`config.mk`:
```
export PLATFORM = sky130hd
export DESIGN_NAME = reg_pipe
export DESIGN_NICKNAME = d
export VERILOG_FILES = /design/src/rtl/reg_pipe.sv
export SDC_FILE = /design/constraint.sdc
export NUM_CORES = 1
export LEC_CHECK = 0
export BUFFER_PORTS_ARGS = -buffer_cell sky130_fd_sc_hd__buf_2
export CORE_UTILIZATION = 49
export CTS_BUF_LIST = sky130_fd_sc_hd__clkbuf_4
export DETAILED_ROUTE_END_ITERATION = 8
export GPL_ROUTABILITY_DRIVEN = 0
export GPL_TIMING_DRIVEN = 1
export HOLD_SLACK_MARGIN = 0.08
export PLACE_DENSITY = 0.73
export SYNTH_ARGS = -nofsm -noshare
export SYNTH_HDL_FRONTEND = slang
export SYNTH_SLANG_ARGS = --single-unit
```
`constraint.sdc`:
```
create_clock -name CLK -period 1.55 [get_ports CLK]
set_clock_uncertainty 0.1 [all_clocks]
set_input_delay 0 -clock CLK [delete_from_list [all_inputs] [get_ports CLK]]
set_output_delay 0 -clock CLK [all_outputs]
set_load 0.1 [all_outputs]
```
`src/rtl/reg_pipe.sv`:
```
// reg_pipe: DEPTH-stage enabled register pipeline with valid bits and tap read.
// Optional macro REG_PIPE_OCCUPANCY_EN adds the registered CNT occupancy port.
module reg_pipe #(
   parameter int           W       = 8,
   parameter int           DEPTH   = 4,
   parameter logic [W-1:0] RST_VAL = '0,
   localparam int          TW      = (DEPTH > 1) ? $clog2(DEPTH) : 1
) (
   input  logic          CLK,
   input  logic          RST,
   input  logic          EN,
   input  logic          FLUSH,
   input  logic [W-1:0]  D,
   input  logic          DV,
   output logic [W-1:0]  Q,
   output logic          QV,
   input  logic [TW-1:0] TAP_SEL,
   output logic [W-1:0]  TAP_Q,
   output logic          TAP_V
`ifdef REG_PIPE_OCCUPANCY_EN
   ,
   output logic [$clog2(DEPTH+1)-1:0] CNT
`endif
);

   logic [W-1:0]     r_s [DEPTH];
   logic [DEPTH-1:0] r_v;

   // Data stages: shift on EN, untouched by FLUSH so data stays deterministic.
   always_ff @(posedge CLK) begin
      if (RST) begin
         for (int k = 0; k < DEPTH; k++) r_s[k] <= RST_VAL;
      end else if (EN) begin
         r_s[0] <= D;
         for (int k = 1; k < DEPTH; k++) r_s[k] <= r_s[k-1];
      end
   end

   // Valid stages: FLUSH wipes every valid bit, otherwise shift alongside data.
   always_ff @(posedge CLK) begin
      if (RST) begin
         r_v <= '0;
      end else if (FLUSH) begin
         r_v <= '0;
      end else if (EN) begin
         r_v[0] <= DV;
         for (int k = 1; k < DEPTH; k++) r_v[k] <= r_v[k-1];
      end
   end

   assign Q  = r_s[DEPTH-1];
   assign QV = r_v[DEPTH-1];

   // Tap mux; indices past the last stage read as reset data, invalid.
   always_comb begin
      TAP_Q = RST_VAL;
      TAP_V = 1'b0;
      for (int k = 0; k < DEPTH; k++) begin
         if (TAP_SEL == TW'(k)) begin
            TAP_Q = r_s[k];
            TAP_V = r_v[k];
         end
      end
   end

`ifdef REG_PIPE_OCCUPANCY_EN
   localparam int CW = $clog2(DEPTH+1);

   logic [CW-1:0] r_cnt;

   // Occupancy tracks the number of set valid bits: +1 entering, -1 leaving.
   always_ff @(posedge CLK) begin
      if (RST || FLUSH) begin
         r_cnt <= '0;
      end else if (EN) begin
         r_cnt <= r_cnt + CW'(DV) - CW'(r_v[DEPTH-1]);
      end
   end

   assign CNT = r_cnt;
`endif

endmodule

```
==> results of run 1 <==
## cell families (layout without fill, tap and decap cells)
kind of cell,count (synthesis),in the layout
flops,36,36
simple gates,38,38
buf+inv,6,58
mux,13,13
## cells in the final DEF (no fill, tap or decap)
cell type and instances:
and2_1 32, edfxtp_1 32, buf_2 23, dlygate4sd3_1 14
mux4_2 9, buf_6 8, clkbuf_4 5, buf_4 5
mux2i_1 4, nor3_1 4, dfxtp_1 3, clkinv_1 2
or2_2 1, nor2b_4 1, bufinv_16 1, dfxtp_2 1
## flip-flops by register name, indices dropped and copies added, names as in the netlist
register,cells
r_s,32
r_v,4
## where the power goes
| part | total [W] | internal (W) | switching [W] | leakage [nW] |
|---|---|---|---|---|
| Combinational | 0.000491 | 0.000146 | 0.000345 | 0.423 |
| Sequential | 0.00115 | 0.00112 | 0.0000318 | 0.385 |
| Clock | 0.000629 | 0.000329 | 0.000300 | 0.0403 |
## per-layer routing
layer | wire (um) | vias to the layer above
met5 | 0 | -
met4 | 50 | 0
met3 | 131 | 6
met2 | 1380 | 29
met1 | 1289 | 456
li1 | - | 445
## through the flow
step / cell area [um^2] / util (%) / instances / total power, W
after global routing: 2038 / 66.76 / 189 / 0.002349
after CTS: 2016 / 66.02 / 186 / 0.002284
final: 2038 / 66.76 / 189 / 0.002271
after floorplan: 1570 / - / 93 / 0.001527
after detailed placement: 1748 / 57.25 / 164 / 0.001599
after global placement: 1748 / 57.25 / 164 / 0.001590
## worst max-delay path by stage
| stage | end | depth (start not counted) | slack (ns) | start |
|---|---|---|---|---|
| 2_1_floorplan | TAP_Q[0] | 1 | -0.23 | r_s[3][0] |
| 3_3_place_gp | r_s[3][5] | 2 | 0.29 | EN |
| 3_5_place_dp | TAP_Q[5] | 2 | 0.24 | r_s[3][5] |
| 4_1_cts | TAP_Q[5] | 2 | -0.05 | r_s[3][5] |
| 5_1_grt | TAP_Q[3] | 2 | -0.06 | r_s[3][3] |
| 6_report | TAP_Q[5] | 2 | -0.03 | r_s[3][5] |
## tightest hold or removal path: cells and delay by family
kind                   cells  cell delay (ns)
and+or+nand+nor            1             0.05
buffers and inverters      2             0.65
## area by class of cell
cell class,count,share of cell area (%)
Sequential cell,36,51.14
Timing Repair Buffer,50,18.78
Clock buffer,5,1.842
Tap cell,44,2.701
Multi-Input combinational cell,51,23.70
Clock inverter,3,1.842
## timing repair
item | in CTS | in global routing
hold buffers | 14 | 0
hold endpoints to repair | 12 | 0
cloned | 0 | 0
gates resized for setup | 17 | 0
setup buffers | 0 | 3
endpoints found under the setup margin | 9 | 8
==> impl_metrics.py, run 1 <==
metrics = {
    "run_status": {
        "status": "complete, but fails checks",
        "violations": "negative setup slack",
    },
    "drt": {
        "routed_wl_um": 2851,
        "via_per_inst": 4.952,
        "drt-initial-drc-count": 28,
        "wl_per_cell_um": 15.08,
        "detail_route.first_pass.iterations": 4,
        "drcViolationCount": 0,
        "ant_nets": 0,
        "vias": 936,
    },
    "sta": {
        "max_freq_mhz": 632.1,
        "rsz0062_at_grt": "yes",
        "hold_slack_ns": 0.2938,
        "drv_slew": 0,
        "fin_ws_ns": -0.03211,
        "period_minus_slack_ns": 1.582,
        "hold_viol": 0,
        "worst_pin_slew_ns": 0.7510,
        "slew_headroom_pct": 49.93,
        "tns_ns": -0.04642,
        "fin_crit_sh_pct": 102.1,
        "finalSetupViolCount": 3,
    },
    "setup_path": {
        "cp_num_buf_inv": 1,
        "critPathRequiredTime_ns": 1.45,
        "cp_top_family": "multiplexers",
        "r2r_end": "r_v[1]",
        "path_class": "register to output port",
        "rr_startpoint": "r_v[0]",
        "cp-start-kind": "register",
        "endpoint_kind": "output port",
        "reg2regPathDepth": 3,
        "worstPathCellList": "mux4_2 > buf_6",
        "arrival_ns": 1.48,
        "cp_slowest_stage_delay_ns": 0.52,
        "crit_slowest_cell": "mux4_2",
        "cp_max_fo": 2,
        "r2r_slack_ns": 0.19,
    },
    "clocking": {
        "clock-sinks": 36,
        "htree_levels": 2,
        "clock-root-buffer": "clkbuf_4",
        "clk_pin_slew_ns": 0.11,
        "cts_tree": "built",
        "cts_buffers": 5,
        "clock_path_buffers": 2,
        "clock_latency_ns": 0.33,
    },
    "finish": {
        "drive_gt1_share_pct": 37.24,
        "multiInputGateArea_um2": 483.0,
        "area_delta_synth_final_pct": 29.90,
        "antenna_cells": 0,
        "regArea_um2": 1042,
        "fillerInstances": 212,
        "final_nets": 159,
    },
    "synthesis": {
        "yosys.area_share.adder_pct": 0,
        "synth-edff-count": 32,
        "synth-compound-area-share_pct": 0,
        "postSynth.asyncResetShare_pct": 0,
        "synth_xor_area_share_pct": 0,
        "ys.flop_type": "edfxtp_1",
        "ys_seq_area_share_pct": 66.35,
        "syn-num-nets": 108,
        "avgSynthCellArea_um2": 16.87,
        "synth_top_cell_area_share_pct": 61.24,
        "yosys-top-cells-count": "and2_1 (32), edfxtp_1 (32), mux4_2 (9)",
        "synth_seq_cells": 36,
        "synth_top_family_by_area": "multiplexers",
        "synth_area_leaders": "edfxtp_1 (61%), mux4_2 (13%), and2_1 (13%)",
        "syn_area_um2": 1569,
        "syn_inst": 93,
        "synth_mux_area_share_pct": 15.47,
        "ys_warn_count": 0,
        "yosys.area_share.simple_pct": 15.31,
        "synth_top_area_cell": "edfxtp_1",
        "yosys.cell_types.count": 11,
    },
    "flow_run": {
        "maxCapViolCount": 0,
    },
    "placed_design": {
        "place_ws_ns": 0.2443,
        "hpwl_um": 1776,
        "portBuffers": 32,
    },
    "grt": {
        "track_usage_pct": 18.81,
        "grtUsageMet3_pct": 5.934,
        "top_usage_layer": "met2",
        "grt_start_max_net_pins": 33,
        "antenna_found_initial": 0,
        "gr-total-overflow": 0,
        "grt_pass1_vias": 903,
        "grt_first_pass_wirelength_um": 4485,
        "grtUsageMet2_pct": 28.57,
        "grtUsageMet1_pct": 25.23,
    },
    "floorplan": {
        "fp-row-count": 20,
        "initial_core_util_pct": 51.39,
        "core_region_area_um2": 3053,
        "dieHeight_um": 58.59,
        "io_pins": 33,
        "die_w_um": 58.59,
        "dieArea_um2": 3432,
    },
    "power_and_ir_drop": {
        "vdd_drop_max_uv": 536.8,
        "power_density_nw_per_um2": 1114,
        "leakage_nw": 0.8478,
    },
    "hold_path": {
        "whs_path_depth": 3,
        "hold_class": "input port to register",
        "min-delay-start": "FLUSH",
        "hold_path_end": "r_v[0]",
    },
}
Power figures use the tool's default switching activity.
==> run 2: changes to the inputs <==
==> constraint.sdc (replaced) <==
create_clock -name CLK -period 1.9 [get_ports CLK]
set_clock_uncertainty 0.1 [all_clocks]
set_input_delay 0 -clock CLK [delete_from_list [all_inputs] [get_ports CLK]]
set_output_delay 0 -clock CLK [all_outputs]
set_load 0.1 [all_outputs]
==> run 2 against run 1 <==
Effect of this change:
- the flow now finishes without violations
- critical path type unchanged
- clock power down 36%
- global-route usage down 1.1 points
- final cell count fell by 1.1%
- non-clock buffer count is 2 lower
- count of clock-buffer cells in the layout rose by 2
- total power is 25% lower
- first-iteration DRC count is 3.6% lower
- routed wire length is 5.3% lower
- final area down 4.2%
- critical path depth did not move
==> impl_metrics.py, run 2 (synthesized netlist as in run 1, its figures left out) <==
metrics = {
    "sta": {
        "slew_headroom_pct": 65.60,
        "drv_slew": 0,
        "finalSetupViolCount": 0,
        "rsz0062_at_grt": "no",
        "tns_ns": 0,
        "max_freq_mhz": 617.6,
        "worst_pin_slew_ns": 0.5150,
        "hold_viol": 0,
        "period_minus_slack_ns": 1.619,
        "fin_crit_sh_pct": 85.23,
    },
    "drt": {
        "detail_route.first_pass.iterations": 4,
        "via_per_inst": 5.053,
        "drt-initial-drc-count": 27,
        "routed_wl_um": 2701,
        "drcViolationCount": 0,
        "ant_nets": 0,
        "vias": 945,
        "wl_per_cell_um": 14.44,
    },
    "setup_path": {
        "arrival_ns": 1.52,
        "worstPathCellList": "mux4_2 > buf_2",
        "cp-start-kind": "register",
        "critPathRequiredTime_ns": 1.80,
        "rr_startpoint": "r_v[2]",
        "endpoint_kind": "output port",
        "crit_slowest_cell": "mux4_2",
        "cp_top_family": "multiplexers",
        "cp_num_buf_inv": 1,
        "reg2regPathDepth": 3,
        "r2r_end": "r_v[2]",
        "cp_max_fo": 2,
        "path_class": "register to output port",
        "r2r_slack_ns": 0.58,
        "cp_slowest_stage_delay_ns": 0.46,
    },
    "finish": {
        "regMostFlops": "r_s",
        "reg_top3": "r_s (32), r_v (4)",
        "area_delta_synth_final_pct": 24.48,
        "drive_gt1_share_pct": 35.66,
        "fin_util_pct": 63.98,
        "final_cell_mix": "and2_1 (32), buf_2 (32), edfxtp_1 (32)",
        "antenna_cells": 0,
        "final_nets": 157,
        "largest_reg_flops": 32,
    },
    "run_status": {
        "status": "finished, final reports clean",
    },
    "clocking": {
        "clock_path_buffers": 2,
        "cts.repair.resized": 0,
        "clock-sinks": 36,
        "clock-root-buffer": "clkbuf_4",
        "htree_levels": 2,
        "cts_buffers": 5,
        "clock_latency_ns": 0.33,
        "cts_tree": "built",
        "clk_pin_slew_ns": 0.10,
    },
    "floorplan": {
        "dieArea_um2": 3432,
        "initial_core_util_pct": 51.39,
        "core_region_area_um2": 3053,
        "fp-row-count": 20,
        "io_pins": 33,
        "dieHeight_um": 58.59,
        "die_w_um": 58.59,
    },
    "power_and_ir_drop": {
        "vdd_drop_max_uv": 595.3,
        "leakage_nw": 0.8174,
        "power_density_nw_per_um2": 873.5,
    },
    "hold_path": {
        "hold_class": "input port to register",
        "whs_path_depth": 3,
        "hold_path_end": "r_v[0]",
        "min-delay-start": "FLUSH",
    },
    "grt": {
        "gr-total-overflow": 0,
        "track_usage_pct": 17.75,
        "grt_first_pass_wirelength_um": 4209,
        "grt_start_max_net_pins": 33,
        "antenna_found_initial": 0,
        "grt_pass1_vias": 868,
    },
    "flow_run": {
        "maxCapViolCount": 0,
    },
    "placed_design": {
        "portBuffers": 32,
        "hpwl_um": 1646,
    },
}
[run 2: cell count changes in the layout (fill, tap and decap cells not counted), sizes merged]
cell,previous run,this run
dlygate4sd3,14,15
bufinv,1,0
buf,36,33
clkinv,2,1
clkbuf,5,7
[run 2: metrics by stage]
stage / hold WS [ns] / cell area, um^2 / setup slack [ns] / cells / total power (W)
finish: 0.3267 / 1953 / 0.2807 / 187 / 0.001706
global route: 0.3244 / 1953 / 0.2214 / 187 / 0.001779
CTS: 0.2907 / 1953 / 0.2653 / 187 / 0.001723
detailed placement: 0.1183 / 1747 / 0.6465 / 164 / 0.001302
global placement: 0.1116 / 1747 / 0.6597 / 164 / 0.001296
floorplan: -0.02321 / 1569 / 0.09233 / 93 / 0.001246
[run 2: final cells by class]
cell class              count  area (um^2)
multi-input cells          51        483.0
repair buffers             48        317.8
fillers                   238         1100
well taps                  44        55.05
clock buffers               7        52.55
clock inverters             1        3.754
flip-flops and latches     36         1041
[run 2: repair_timing]
item                      4_1_cts  5_1_grt
buffers inserted                0        0
hold buffers                   15        0
hold endpoints to repair       12        0
[run 2: worst register-to-register path, delay by kind of cell (launching register included)]
kind          cells  cell delay (ns)
buf+inv           1             0.57
flops             1             0.37
mux               1             0.08
simple gates      1             0.15
[run 2: routing by layer]
metal  vias to the layer above  wire, um  share of wire (%)  GRT usage, %
li1                        443         -                  -             -
met1                       469      1256                 47         25.08
met2                        28      1287                 48         25.12
met3                         5       109                4.0         5.275
met4                         0        48                1.8         9.184
met5                         -         0                  0             0
[run 2: power by group]
part / switching, W / internal (W) / leakage, nW
sequential: 0.0000242 / 0.000913 / 0.384
combinational: 0.000275 / 0.0000933 / 0.399
clock: 0.000231 / 0.000171 / 0.0338
[run 2: worst max path at each step]
| stage | from | to | cells past startpoint |
|---|---|---|---|
| floorplan | r_v[3] | TAP_V | 1 |
| global placement | r_s[3][3] | TAP_Q[3] | 2 |
| detailed placement | r_s[1][0] | TAP_Q[0] | 2 |
| CTS | r_s[1][0] | TAP_Q[0] | 2 |
| global route | r_s[3][3] | TAP_Q[3] | 2 |
| finish | r_s[0][1] | TAP_Q[1] | 2 |
==> run 3: changes to the inputs <==
--- a/config.mk
+++ b/config.mk
@@ -12,7 +12,7 @@
 export GPL_ROUTABILITY_DRIVEN = 0
 export GPL_TIMING_DRIVEN = 1
 export HOLD_SLACK_MARGIN = 0.08
-export PLACE_DENSITY = 0.73
+export PLACE_DENSITY = 0.76
 export SYNTH_ARGS = -nofsm -noshare
 export SYNTH_HDL_FRONTEND = slang
 export SYNTH_SLANG_ARGS = --single-unit
==> constraint.sdc (replaced) <==
create_clock -name CLK -period 1.37 [get_ports CLK]
set_clock_uncertainty 0.1 [all_clocks]
set_input_delay 0 -clock CLK [delete_from_list [all_inputs] [get_ports CLK]]
set_output_delay 0 -clock CLK [all_outputs]
set_load 0.1 [all_outputs]
==> run 3 against run 2 <==
Effect of this change:
- the flow now finishes with violations (negative setup slack)
- die area stayed put
- setup slack worse by 0.48 ns
- sequential power grew 39%
- largest cell class unchanged
==> impl_metrics.py, run 3 (synthesized netlist as in run 1, its figures left out) <==
metrics = {
    "run_status": {
        "status": "complete, but fails checks",
        "violations": "negative setup slack",
    },
    "floorplan": {
        "io_pins": 33,
        "dieHeight_um": 58.59,
        "dieArea_um2": 3432,
        "core_region_area_um2": 3053,
        "initial_core_util_pct": 51.39,
        "fp-row-count": 20,
        "die_w_um": 58.59,
    },
    "placed_design": {
        "portBuffers": 32,
        "hpwl_um": 1702,
        "place_ws_ns": 0.09300,
    },
    "hold_path": {
        "hold_class": "input port to register",
    },
    "finish": {
        "regMostFlops": "r_s",
        "final_nets": 163,
        "largest_reg_flops": 32,
        "reg_top3": "r_s (32), r_v (4)",
        "drive_gt1_share_pct": 43.62,
        "area_delta_synth_final_pct": 33.97,
        "antenna_cells": 0,
        "final_cell_mix": "and2_1 (32), edfxtp_1 (32), buf_2 (22)",
        "fin_util_pct": 68.85,
    },
    "grt": {
        "antenna_found_initial": 0,
        "grt_first_pass_wirelength_um": 4809,
        "grt_start_max_net_pins": 33,
        "grt_pass1_vias": 1028,
        "gr-total-overflow": 0,
        "track_usage_pct": 19.85,
    },
    "sta": {
        "hold_slack_ns": 0.2476,
        "worst_pin_slew_ns": 0.4936,
        "drv_slew": 0,
        "hold_viol": 0,
        "slew_headroom_pct": 67.32,
        "fin_ws_ns": -0.1954,
        "tns_ns": -1.472,
        "finalSetupViolCount": 9,
        "fin_crit_sh_pct": 114.3,
        "max_freq_mhz": 638.8,
        "rsz0062_at_grt": "yes",
        "period_minus_slack_ns": 1.565,
    },
    "power_and_ir_drop": {
        "vdd_drop_max_uv": 665.7,
        "power_w": 0.002615,
        "power_density_nw_per_um2": 1244,
        "leakage_nw": 0.8752,
    },
    "drt": {
        "routed_wl_um": 2851,
        "wl_per_cell_um": 14.77,
        "drt-initial-drc-count": 46,
        "vias": 969,
        "via_per_inst": 5.021,
        "ant_nets": 0,
        "drcViolationCount": 0,
        "detail_route.first_pass.iterations": 4,
    },
    "setup_path": {
        "cp_slowest_stage_delay_ns": 0.52,
        "cp_top_family": "multiplexers",
        "arrival_ns": 1.47,
        "critPathRequiredTime_ns": 1.27,
        "endpoint_kind": "output port",
        "worstPathCellList": "mux4_2 > buf_8",
        "critical_path_depth": 2,
        "reg2regPathDepth": 3,
        "r2r_slack_ns": 0.20,
        "cp-start-kind": "register",
        "crit_slowest_cell": "mux4_2",
        "endpoint": "TAP_Q[1]",
        "cp_num_buf_inv": 1,
        "path_class": "register to output port",
        "rr_startpoint": "r_s[1][3]",
        "cp_max_fo": 2,
        "r2r_end": "r_s[2][3]",
        "crit_start": "r_s[3][1]",
    },
    "clocking": {
        "htree_levels": 2,
        "clock-sinks": 36,
        "clk_pin_slew_ns": 0.11,
        "cts_buffers": 5,
        "cts_tree": "built",
        "clock_latency_ns": 0.34,
        "clock_path_buffers": 2,
        "clock-root-buffer": "clkbuf_4",
    },
    "flow_run": {
        "maxCapViolCount": 0,
    },
}
-- run 3: cell count changes in the layout (fill, tap and decap cells not counted), sizes merged --
cell | before | now
bufinv | 0 | 1
clkbuf | 7 | 6
clkinvlp | 0 | 1
buf | 33 | 41
dlygate4sd3 | 15 | 12
-- run 3: worst min-delay path by stage --
stage	from	end	slack (ns)	cells past startpoint
5_1_grt	RST	r_s[3][6]	0.24	4
3_5_place_dp	FLUSH	r_v[1]	0.12	2
4_1_cts	RST	r_s[1][1]	0.23	4
6_report	RST	r_s[2][2]	0.25	4
3_3_place_gp	FLUSH	r_v[3]	0.11	2
2_1_floorplan	FLUSH	r_v[3]	-0.03	1
-- run 3: cell type report --
class | instances | area (um^2)
flip-flops and latches | 36 | 1046
repair buffers | 54 | 435.4
multi-input cells | 51 | 485.5
well taps | 44 | 55.05
fillers | 212 | 950.9
clock inverters | 3 | 42.54
clock buffers | 5 | 37.54
-- run 3: timing repair --
action,4_1_cts,5_1_grt
pin swaps,0,0
hold buffers,12,0
endpoints found under the hold margin,12,0
endpoints found under the setup margin,9,24
resized for setup,26,2
setup buffers,6,1
-- run 3: power breakdown --
group	leakage (nW)	switching, W	internal, W
clock network	0.0412	0.000358	0.000380
registers	0.386	0.0000315	0.00127
logic	0.448	0.000396	0.000184
-- run 3: per-layer routing --
layer  track usage, %  up-vias  part of all wire, %
met5                0        -                    0
met4            11.56        0                  2.9
li1                 -      451                    -
met3            4.615       10                  3.9
met1            25.76      474                   44
met2            30.87       34                   49
-- run 3: worst min-delay path, delay by kind of cell --
family | cells | cell delay, ns
buffers and inverters | 2 | 0.32
and+or+nand+nor | 2 | 0.21
-- run 3: stage by stage --
stage                     cells  area, um^2
final                       193        2102
after global routing        193        2102
after CTS                   192        2090
after global placement      166        1763
after detailed placement    166        1763
after floorplan              93        1570
